<file path="src/rtl/ones_count_arbiter_pkg.sv">
// Shared types and width helpers for the round-robin ones-count arbiter.
// Optional early-exit scan is enabled with ONES_COUNT_ARB_EARLY_EXIT_EN.
package ones_count_arbiter_pkg;

  typedef enum logic [1:0] {
    StIdle,
    StCount,
    StDone
  } state_e;

  localparam int unsigned DefaultWidth     = 30;
  localparam int unsigned DefaultRequesters = 4;

  // Wide enough to hold 0..w inclusive.
  function automatic int unsigned count_width(input int unsigned w);
    return $clog2(w + 1);
  endfunction

  function automatic int unsigned id_width(input int unsigned n);
    return (n > 1) ? $clog2(n) : 1;
  endfunction

endpackage

</file>
<file path="src/rtl/ones_count_arbiter_popcount_engine.sv">
// Serial popcount datapath: shift register, bit counter, ones counter and done flag.
// ONES_COUNT_ARB_EARLY_EXIT_EN ends the scan once no set bits remain.
module popcount_engine
  import ones_count_arbiter_pkg::*;
#(
  parameter int unsigned W  = DefaultWidth,
  parameter int unsigned CW = count_width(W)
) (
  input  logic          clock,
  input  logic          reset,
  input  logic          load_i,
  input  logic          shift_i,
  input  logic [W-1:0]  data_i,
  output logic [CW-1:0] ones_o,
  output logic          done_o
);

  logic [W-1:0]  sreg_q, sreg_d;
  logic [CW-1:0] bits_q, bits_d;
  logic [CW-1:0] ones_q, ones_d;
  logic          last_bit;
  logic          empty_next;

  always_comb begin
    sreg_d = sreg_q;
    bits_d = bits_q;
    ones_d = ones_q;
    if (load_i) begin
      sreg_d = data_i;
      bits_d = '0;
      ones_d = '0;
    end else if (shift_i) begin
      sreg_d = sreg_q >> 1;
      bits_d = bits_q + CW'(1);
      ones_d = ones_q + CW'(sreg_q[0]);
    end
  end

  assign last_bit = (bits_q == CW'(W - 1));

`ifdef ONES_COUNT_ARB_EARLY_EXIT_EN
  // This shift leaves the register empty, so every remaining bit is zero.
  assign empty_next = (sreg_q[W-1:1] == '0);
`else
  assign empty_next = 1'b0;
`endif

  assign done_o = shift_i & (last_bit | empty_next);
  assign ones_o = ones_q;

  always_ff @(posedge clock or posedge reset) begin
    if (reset) begin
      sreg_q <= '0;
      bits_q <= '0;
      ones_q <= '0;
    end else begin
      sreg_q <= sreg_d;
      bits_q <= bits_d;
      ones_q <= ones_d;
    end
  end

endmodule

</file>
<file path="src/rtl/ones_count_arbiter.sv">
// Round-robin arbiter that grants one requester at a time and returns the ones count of its word.
// ONES_COUNT_ARB_EARLY_EXIT_EN (in popcount_engine) shortens the scan for words with high zeros.
module ones_count_arbiter
  import ones_count_arbiter_pkg::*;
#(
  parameter  int unsigned W  = DefaultWidth,
  parameter  int unsigned N  = DefaultRequesters,
  localparam int unsigned CW = count_width(W),
  localparam int unsigned IW = id_width(N)
) (
  input  logic           clock,
  input  logic           reset,
  input  logic [N-1:0]   req,
  input  logic [N*W-1:0] data,
  output logic [N-1:0]   gnt,
  output logic           busy,
  output logic           res_valid,
  input  logic           res_ready,
  output logic [IW-1:0]  res_id,
  output logic [CW-1:0]  res_count
);

  state_e        state_q, state_d;
  logic [IW-1:0] ptr_q, ptr_d;
  logic [IW-1:0] id_q, id_d;
  logic          armed_q;

  logic          pick_found;
  logic [IW-1:0] pick_idx;
  logic [IW-1:0] scan_idx;
  logic [W-1:0]  word_sel;
  logic          eng_load;
  logic          eng_shift;
  logic          eng_done;
  logic [CW-1:0] eng_ones;

  // First pending requester at or after the pointer, wrapping past N-1.
  always_comb begin
    pick_found = 1'b0;
    pick_idx   = '0;
    scan_idx   = '0;
    for (int k = 0; k < N; k++) begin
      scan_idx = IW'((int'(ptr_q) + k) % N);
      if (!pick_found && req[scan_idx]) begin
        pick_found = 1'b1;
        pick_idx   = scan_idx;
      end
    end
  end

  assign word_sel = data[int'(pick_idx)*W +: W];

  always_comb begin
    state_d   = state_q;
    ptr_d     = ptr_q;
    id_d      = id_q;
    gnt       = '0;
    eng_load  = 1'b0;
    eng_shift = 1'b0;
    unique case (state_q)
      StIdle: begin
        // armed_q keeps the first cycle after reset release grant-free.
        if (armed_q && pick_found) begin
          gnt[pick_idx] = 1'b1;
          eng_load      = 1'b1;
          id_d          = pick_idx;
          state_d       = StCount;
        end
      end
      StCount: begin
        eng_shift = 1'b1;
        if (eng_done) begin
          state_d = StDone;
        end
      end
      StDone: begin
        if (res_ready) begin
          ptr_d   = (id_q == IW'(N - 1)) ? '0 : id_q + IW'(1);
          state_d = StIdle;
        end
      end
      default: begin
        state_d = StIdle;
      end
    endcase
  end

  always_ff @(posedge clock or posedge reset) begin
    if (reset) begin
      state_q <= StIdle;
      ptr_q   <= '0;
      id_q    <= '0;
      armed_q <= 1'b0;
    end else begin
      state_q <= state_d;
      ptr_q   <= ptr_d;
      id_q    <= id_d;
      armed_q <= 1'b1;
    end
  end

  popcount_engine #(
    .W  (W),
    .CW (CW)
  ) u_engine (
    .clock   (clock),
    .reset   (reset),
    .load_i  (eng_load),
    .shift_i (eng_shift),
    .data_i  (word_sel),
    .ones_o  (eng_ones),
    .done_o  (eng_done)
  );

  assign busy      = (state_q != StIdle);
  assign res_valid = (state_q == StDone);
  assign res_id    = id_q;
  assign res_count = eng_ones;

endmodule

</file>
<file path="config.mk">
export PLATFORM = sky130hd
export DESIGN_NAME = ones_count_arbiter
export DESIGN_NICKNAME = d
export VERILOG_FILES = /design/src/rtl/ones_count_arbiter_pkg.sv /design/src/rtl/ones_count_arbiter_popcount_engine.sv /design/src/rtl/ones_count_arbiter.sv
export SDC_FILE = /design/constraint.sdc
export NUM_CORES = 1
export LEC_CHECK = 0
export CORE_MARGIN = 2
export CORE_UTILIZATION = 45
export CTS_BUF_LIST = sky130_fd_sc_hd__clkbuf_4 sky130_fd_sc_hd__clkbuf_8 sky130_fd_sc_hd__clkbuf_16
export DETAILED_ROUTE_END_ITERATION = 12
export MAX_ROUTING_LAYER = met4
export PLACE_DENSITY = 0.81
export SYNTH_ARGS = -nofsm -noshare
export SYNTH_HDL_FRONTEND = slang
export SYNTH_HIERARCHICAL = 1
export SYNTH_SLANG_ARGS = --single-unit
</file>
<file path="constraint.sdc">
create_clock -name clock -period 3 [get_ports clock]
set_clock_uncertainty 0.15 [all_clocks]
set_input_delay 0.6 -clock clock [delete_from_list [all_inputs] [get_ports clock]]
set_output_delay 0.6 -clock clock [all_outputs]
set_load 0.01 [all_outputs]
</file>
# After elaboration in Yosys (flattened, before gate mapping)
# Cells that the tools add are included.
# Widths: inputs -> output; s select.
word_totals:
  reg_bits: 47
  output_inout_bits: 13
  wordCells: 77
op_classes:
  bitwise: 1
  n_reduce_logical: 14
  add_sub_neg: 6
  eq_ne: 7
  mul: 1
  shifts: 1
  mux: 34
  magnitude_cmp: 6
ops:
  columns: ["op", "count"]
  rows:
  - ["$shiftx 120x8->30", 1]
  - ["$mux 30", 2]
  - ["$mux 5", 4]
  - ["$mux 2", 8]
  - ["$lt 2x3->1 const B", 5]
  - ["$mux 1", 12]
  - ["$bmux 1 s2", 4]
  - ["$mux 4", 2]
  - ["$mul 2x4->6 const B", 1]
  - ["$pmux 2 s3", 1]
  - ["$add 5x1->5", 1]
  - ["$add 5x1->5 const B", 1]
  - ["$eq 5x5->1 const B", 1]
  - ["$logic_and 1x1->1", 5]
  - ["$add 2x1->2 const B", 2]
  - ["$add 2x2->2 const B", 2]
  - ["$eq 2x2->1 const B", 2]
  - ["$ne 2x2->1 const B", 2]
  - ["$reduce_and 2->1", 2]
  - ["$reduce_bool 2->1", 2]
  - ["$logic_not 1->1", 3]
  - ["$reduce_and 3->1", 1]
  - ["$demux 1 s2", 1]
  - ["$eq 2x1->1 const B", 1]
  - ["4 further kinds", 4]

# Logic depth before layout (Yosys ltp)
depth:
  word_depth: 18
  depth_mapped: 9
  ltp_nobuf: 7

# By module
# The synthesis kept the hierarchy.
by_module_without_submodules:
  columns: ["mod", "area_each_um2", "cells_each", "instances"]
  rows:
  - ["popcount_engine", 1936.9, 182, 1]
  - ["ones_count_arbiter", 1422.6, 145, 1]

# Worst setup path before layout
# Ideal clock, no wire load.
synth_path:
  path_kind: "input-to-output"
  start: "input port req[2]"
  end: "output port gnt[1]"
  setup_slack_ns: 0.541
  cell_stages: 6
  arrival_ns: 1.709
  cell_sequence: "mux2i_1 nor2_1 a311oi_4 buf_6 nand2_1 nor2_1"
synth_via:
  elab_chain_cells: 18
  word_cells_on_any_way: 30
  classes_between: "order compare: 2; mux: 20; reduce/logical: 8"
synth_lines:
  columns: ["element", "line_no", "rtl"]
  rows:
  - ["from (decl)", "ones_count_arbiter.sv:13", "input logic [N-1:0] req,"]
  - ["$bmux 1 s2", "ones_count_arbiter.sv:44", "if (!pick_found && req[scan_idx]) begin"]
  - ["$mux 1 (not written as such)", "ones_count_arbiter.sv:44", null]
  - ["$mux 1", "ones_count_arbiter.sv:44", null]
  - ["$logic_not 1->1", "ones_count_arbiter.sv:44", null]
  - ["$logic_and 1x1->1", "ones_count_arbiter.sv:44", null]
  - ["$mux 1", "ones_count_arbiter.sv:44", null]
  - ["$logic_not 1->1", "ones_count_arbiter.sv:44", null]
  - ["$logic_and 1x1->1", "ones_count_arbiter.sv:44", null]
  - ["[... 2 more ...]", null, null]
  - ["$logic_and 1x1->1", "ones_count_arbiter.sv:44", null]
  - ["$mux 2", "ones_count_arbiter.sv:44", null]
  - ["$lt 2x3->1 (not written as such) or $ge 2x1->1 (tied branches)", "ones_count_arbiter.sv:64", "gnt[pick_idx] = 1'b1;"]
  - ["$logic_and 1x1->1 (not written as such)", "ones_count_arbiter.sv:64", null]
  - ["$mux 1 (not written as such)", "ones_count_arbiter.sv:64", null]
  - ["$demux 1 s2", "ones_count_arbiter.sv:64", null]
  - ["$mux 4 *", "ones_count_arbiter.sv:63", "if (armed_q && pick_found) begin"]
  - ["$mux 4 *", "ones_count_arbiter.sv:60", "unique case (state_q)"]
  - ["to (decl)", "ones_count_arbiter.sv:15", "output logic [N-1:0] gnt,"]
# Mark *: on every way between the ends. The rest lies on a longest branch, timed or not. The select of a mux whose other input is x is not followed.

# Final worst setup path
layout_path:
  start: "input port req[1]"
  end: "output port gnt[0]"
# Same word-level chain as after synthesis.

==> results.yml <==
synthesis:
  seq_area_frac_synth: 0.350
  synth_cell_types: 34
  ys_ff_latch: 47
  post_synth_edffs: 0
  netlist_instances: 327
  syn-num-nets: 459
  synth_flop_cell: "sky130_fd_sc_hd__dfrtp_1"
  yosys_warning_total: 6
  mean_syn_cell_area_um2: 10.3
  postSynth.asyncResetShare: 1.00
  mappedNetlistArea_um2: 3360
finish:
  n_antenna_cell: 0
  finish.net_count: 595
  fraction_of_layout_instances_using_a_drive_strength_above_1: 0.0671
  area_delta_synth_final_pct: 46.0
  layout.cells.non_filler: 561
  final_area_um2: 4900
power_and_ir_drop:
  p_leak_nw: 2.23
  power_density_nw_per_um2: 544
  ir_drop_worst_case_vdd_mv: 0.280
  p_total_mw: 2.67
clock_network:
  cts-root-to-sink-buffers: 2
  cts_root_cell: "sky130_fd_sc_hd__clkbuf_8"
  htreeDepth: 2
  cts_tree: "yes"
  clock_latency_ns: 0.29
  clk_transition_reported_paths_ns: 0.07
  cts_num_sinks: 47
  cts_inserted_buffers: 5
sta:
  max_clock_freq_ghz: 0.343
  post-route-min-period_ns: 2.92
  fin_worst_hold_slack_ns: 0.364
  timing.final.max_slew_violations: 0
  timing.final.setup_violations: 0
  worstMarginPinSlew_ns: 0.691
  final.period_utilization: 0.972
  finalHoldViolations: 0
  layout_setup_ws_ns: 0.0843
  timing.max_slew.rel_slack: 0.540
placed_design:
  numPlacedInstances: 555
  port-buffer-count: 139
  gpl.final_weighted_congestion: 0.795
  placed_area_um2: 4800
  detailed_place_hpwl_um: 6310
  post_placement_worst_setup_slack_ns: -0.235
run:
  max_cap_viol_count: 0
global_route:
  number_of_antenna_violations_at_the_first_check_in_global_routing: 0
  gr-total-overflow: 0
  gr-usage-all-layers: 0.205
  grt_start_max_net_pins: 76
  grt_pass1_vias: 2960
  grt_first_pass_wirelength_um: 13500
worst_setup_path:
  critPathCaptureType: "output port"
  crit_path_max_fanout: 4
  timing.critical_path.from_type: "primary input"
  timing.reg2reg.setup_slack_ns: 0.61
  worstRegToRegCells: 9
  critPathKind: "primary input to output port"
  required_ns: 2.25
  arrival_ns: 2.17
floorplanning:
  die_w_um: 90.4
  overall_die_area_um2: 8170
  chipHeight_um: 90.4
  pin_count: 140
  coreArea_um2: 7250
  initial_util: 0.463
  placement_rows: 31
drt:
  avgRoutedWirePerCell_um: 14.6
  drt_first_pass_iters: 4
  drc: 0
  via_per_instance_ratio: 5.04
  drtIter0Drc: 155
  dr_total_vias: 2826
  antenna_violating_nets_post_route: 0
  finalWirelength_um: 8170
min_path:
  worstHoldPathCells: 2
  class_of_the_tightest_hold_or_removal_check: "flop to flop"
run_status:
  status: "finished, final reports clean"
[Yosys cell counts (2+ instances only)]
| cell | n | area share |
|---|---|---|
| sky130_fd_sc_hd__inv_1 | 7 | 0.0078 |
| sky130_fd_sc_hd__or2_2 | 2 | 0.0037 |
| sky130_fd_sc_hd__mux2i_1 | 122 | 0.36 |
| sky130_fd_sc_hd__o21ai_1 | 29 | 0.043 |
| sky130_fd_sc_hd__dfrtp_1 | 47 | 0.35 |
| sky130_fd_sc_hd__nand3b_1 | 2 | 0.0045 |
| sky130_fd_sc_hd__buf_2 | 6 | 0.0089 |
| sky130_fd_sc_hd__mux2_2 | 2 | 0.0067 |
| sky130_fd_sc_hd__a21oi_1 | 4 | 0.0060 |
| sky130_fd_sc_hd__nor2_1 | 12 | 0.013 |
| sky130_fd_sc_hd__nor2b_1 | 6 | 0.011 |
| sky130_fd_sc_hd__a21bo_1 | 2 | 0.0060 |
| sky130_fd_sc_hd__nand2b_1 | 2 | 0.0037 |
| sky130_fd_sc_hd__ha_1 | 5 | 0.019 |
| sky130_fd_sc_hd__nand4_1 | 4 | 0.0074 |
| sky130_fd_sc_hd__o21ai_0 | 2 | 0.0030 |
| sky130_fd_sc_hd__clkbuf_1 | 2 | 0.0022 |
| sky130_fd_sc_hd__nand2_1 | 39 | 0.044 |
| sky130_fd_sc_hd__buf_6 | 14 | 0.047 |
| sky130_fd_sc_hd__mux2_1 | 4 | 0.013 |
[flip-flops by register name, summed over array words and instances (netlist names)]
name / flops
armed_q: 1
ptr_q: 2
res_id: 2
state_q: 2
u_engine/bits_q: 5
u_engine/ones_o: 5
u_engine/sreg_q: 30
[worst max-delay path: stages]
cell	delay (ns)
sky130_fd_sc_hd__clkdlybuf4s50_1	0.53
sky130_fd_sc_hd__buf_4	0.15
sky130_fd_sc_hd__a21oi_2	0.04
sky130_fd_sc_hd__a311oi_4	0.34
sky130_fd_sc_hd__buf_4	0.18
sky130_fd_sc_hd__nor3_1	0.04
sky130_fd_sc_hd__dlygate4sd2_1	0.27
[stage by stage]
step                setup TNS [ns]   util
floorplan                        0      -
global placement            -0.654  0.662
detailed placement           -1.27  0.662
CTS                              0  0.673
global route               -0.0535  0.676
finish                           0  0.676
[path summary, 6_finish.rpt]
check,to,start
max reg2reg,u_engine/sreg_q[7],ptr_q[1]
max,gnt[0],req[1]
max in group asynchronous,u_engine/sreg_q[20],reset
min,res_id[1],res_id[1]
min reg2reg,res_id[1],res_id[1]
min in group asynchronous,ptr_q[1],reset
[layer usage]
metal  global-route usage  vias to the layer above  routed length (um)
met5                    -                        -                   0
met3               0.0334                        5                 326
met1                0.240                     1325                3390
li1                     -                     1423                   -
met4               0.0462                        0                  65
met2                0.370                       73                4390
[cell usage in the layout (no fill, tap or decap), types with 2 or more instances in the layout]
cell | netlist | routed
sky130_fd_sc_hd__dfrtp_1 | 47 | 47
sky130_fd_sc_hd__dlygate4sd2_1 | 0 | 3
sky130_fd_sc_hd__mux2i_1 | 122 | 122
sky130_fd_sc_hd__clkbuf_8 | 0 | 5
sky130_fd_sc_hd__a21oi_1 | 4 | 3
sky130_fd_sc_hd__clkdlybuf4s50_1 | 0 | 134
sky130_fd_sc_hd__nand2_1 | 39 | 39
sky130_fd_sc_hd__nand4_1 | 4 | 4
sky130_fd_sc_hd__mux2_1 | 4 | 4
sky130_fd_sc_hd__nand2b_1 | 2 | 2
sky130_fd_sc_hd__o21ai_1 | 29 | 30
sky130_fd_sc_hd__inv_1 | 7 | 5
sky130_fd_sc_hd__a21oi_2 | 1 | 2
sky130_fd_sc_hd__ha_1 | 5 | 5
sky130_fd_sc_hd__nand3b_1 | 2 | 2
sky130_fd_sc_hd__mux2_2 | 2 | 2
sky130_fd_sc_hd__nor2b_1 | 6 | 5
sky130_fd_sc_hd__nor2_1 | 12 | 12
sky130_fd_sc_hd__buf_4 | 1 | 12
sky130_fd_sc_hd__a21bo_1 | 2 | 2
[final cells by class]
type                            instances  area (um^2)
Sequential cell                        47         1180
Timing Repair Buffer                  152         1500
Clock buffer                            6         76.3
Fill cell                             614         2350
Inverter                                7         26.3
Multi-Input combinational cell        250         2000
Tap cell                               99          124
[power by group]
part	switching (mW)	total (mW)	internal (mW)
logic	0.584	1.30	0.714
clock network	0.181	0.345	0.164
registers	0.163	1.03	0.864
total	0.927	2.67	1.74
[cells by family after synthesis]
family	share of synthesized area
compound gates	0.0812
xor+xnor	0.00261
fa+ha+maj	0.0186
buf+inv	0.0682
flops	0.350
mux	0.384
other cells	0.00112
simple gates	0.0946
[repair_timing]
| action | in CTS | in global routing |
|---|---|---|
| endpoints found under the hold margin | 0 | 0 |
| cloned | 0 | 0 |
| buffers inserted | 0 | 0 |
| hold buffers | 0 | 0 |
| pin swaps | 3 | 2 |
| gates resized for setup | 7 | 5 |
| setup endpoints to repair | 4 | 5 |
Power figures use the tool's default switching activity.
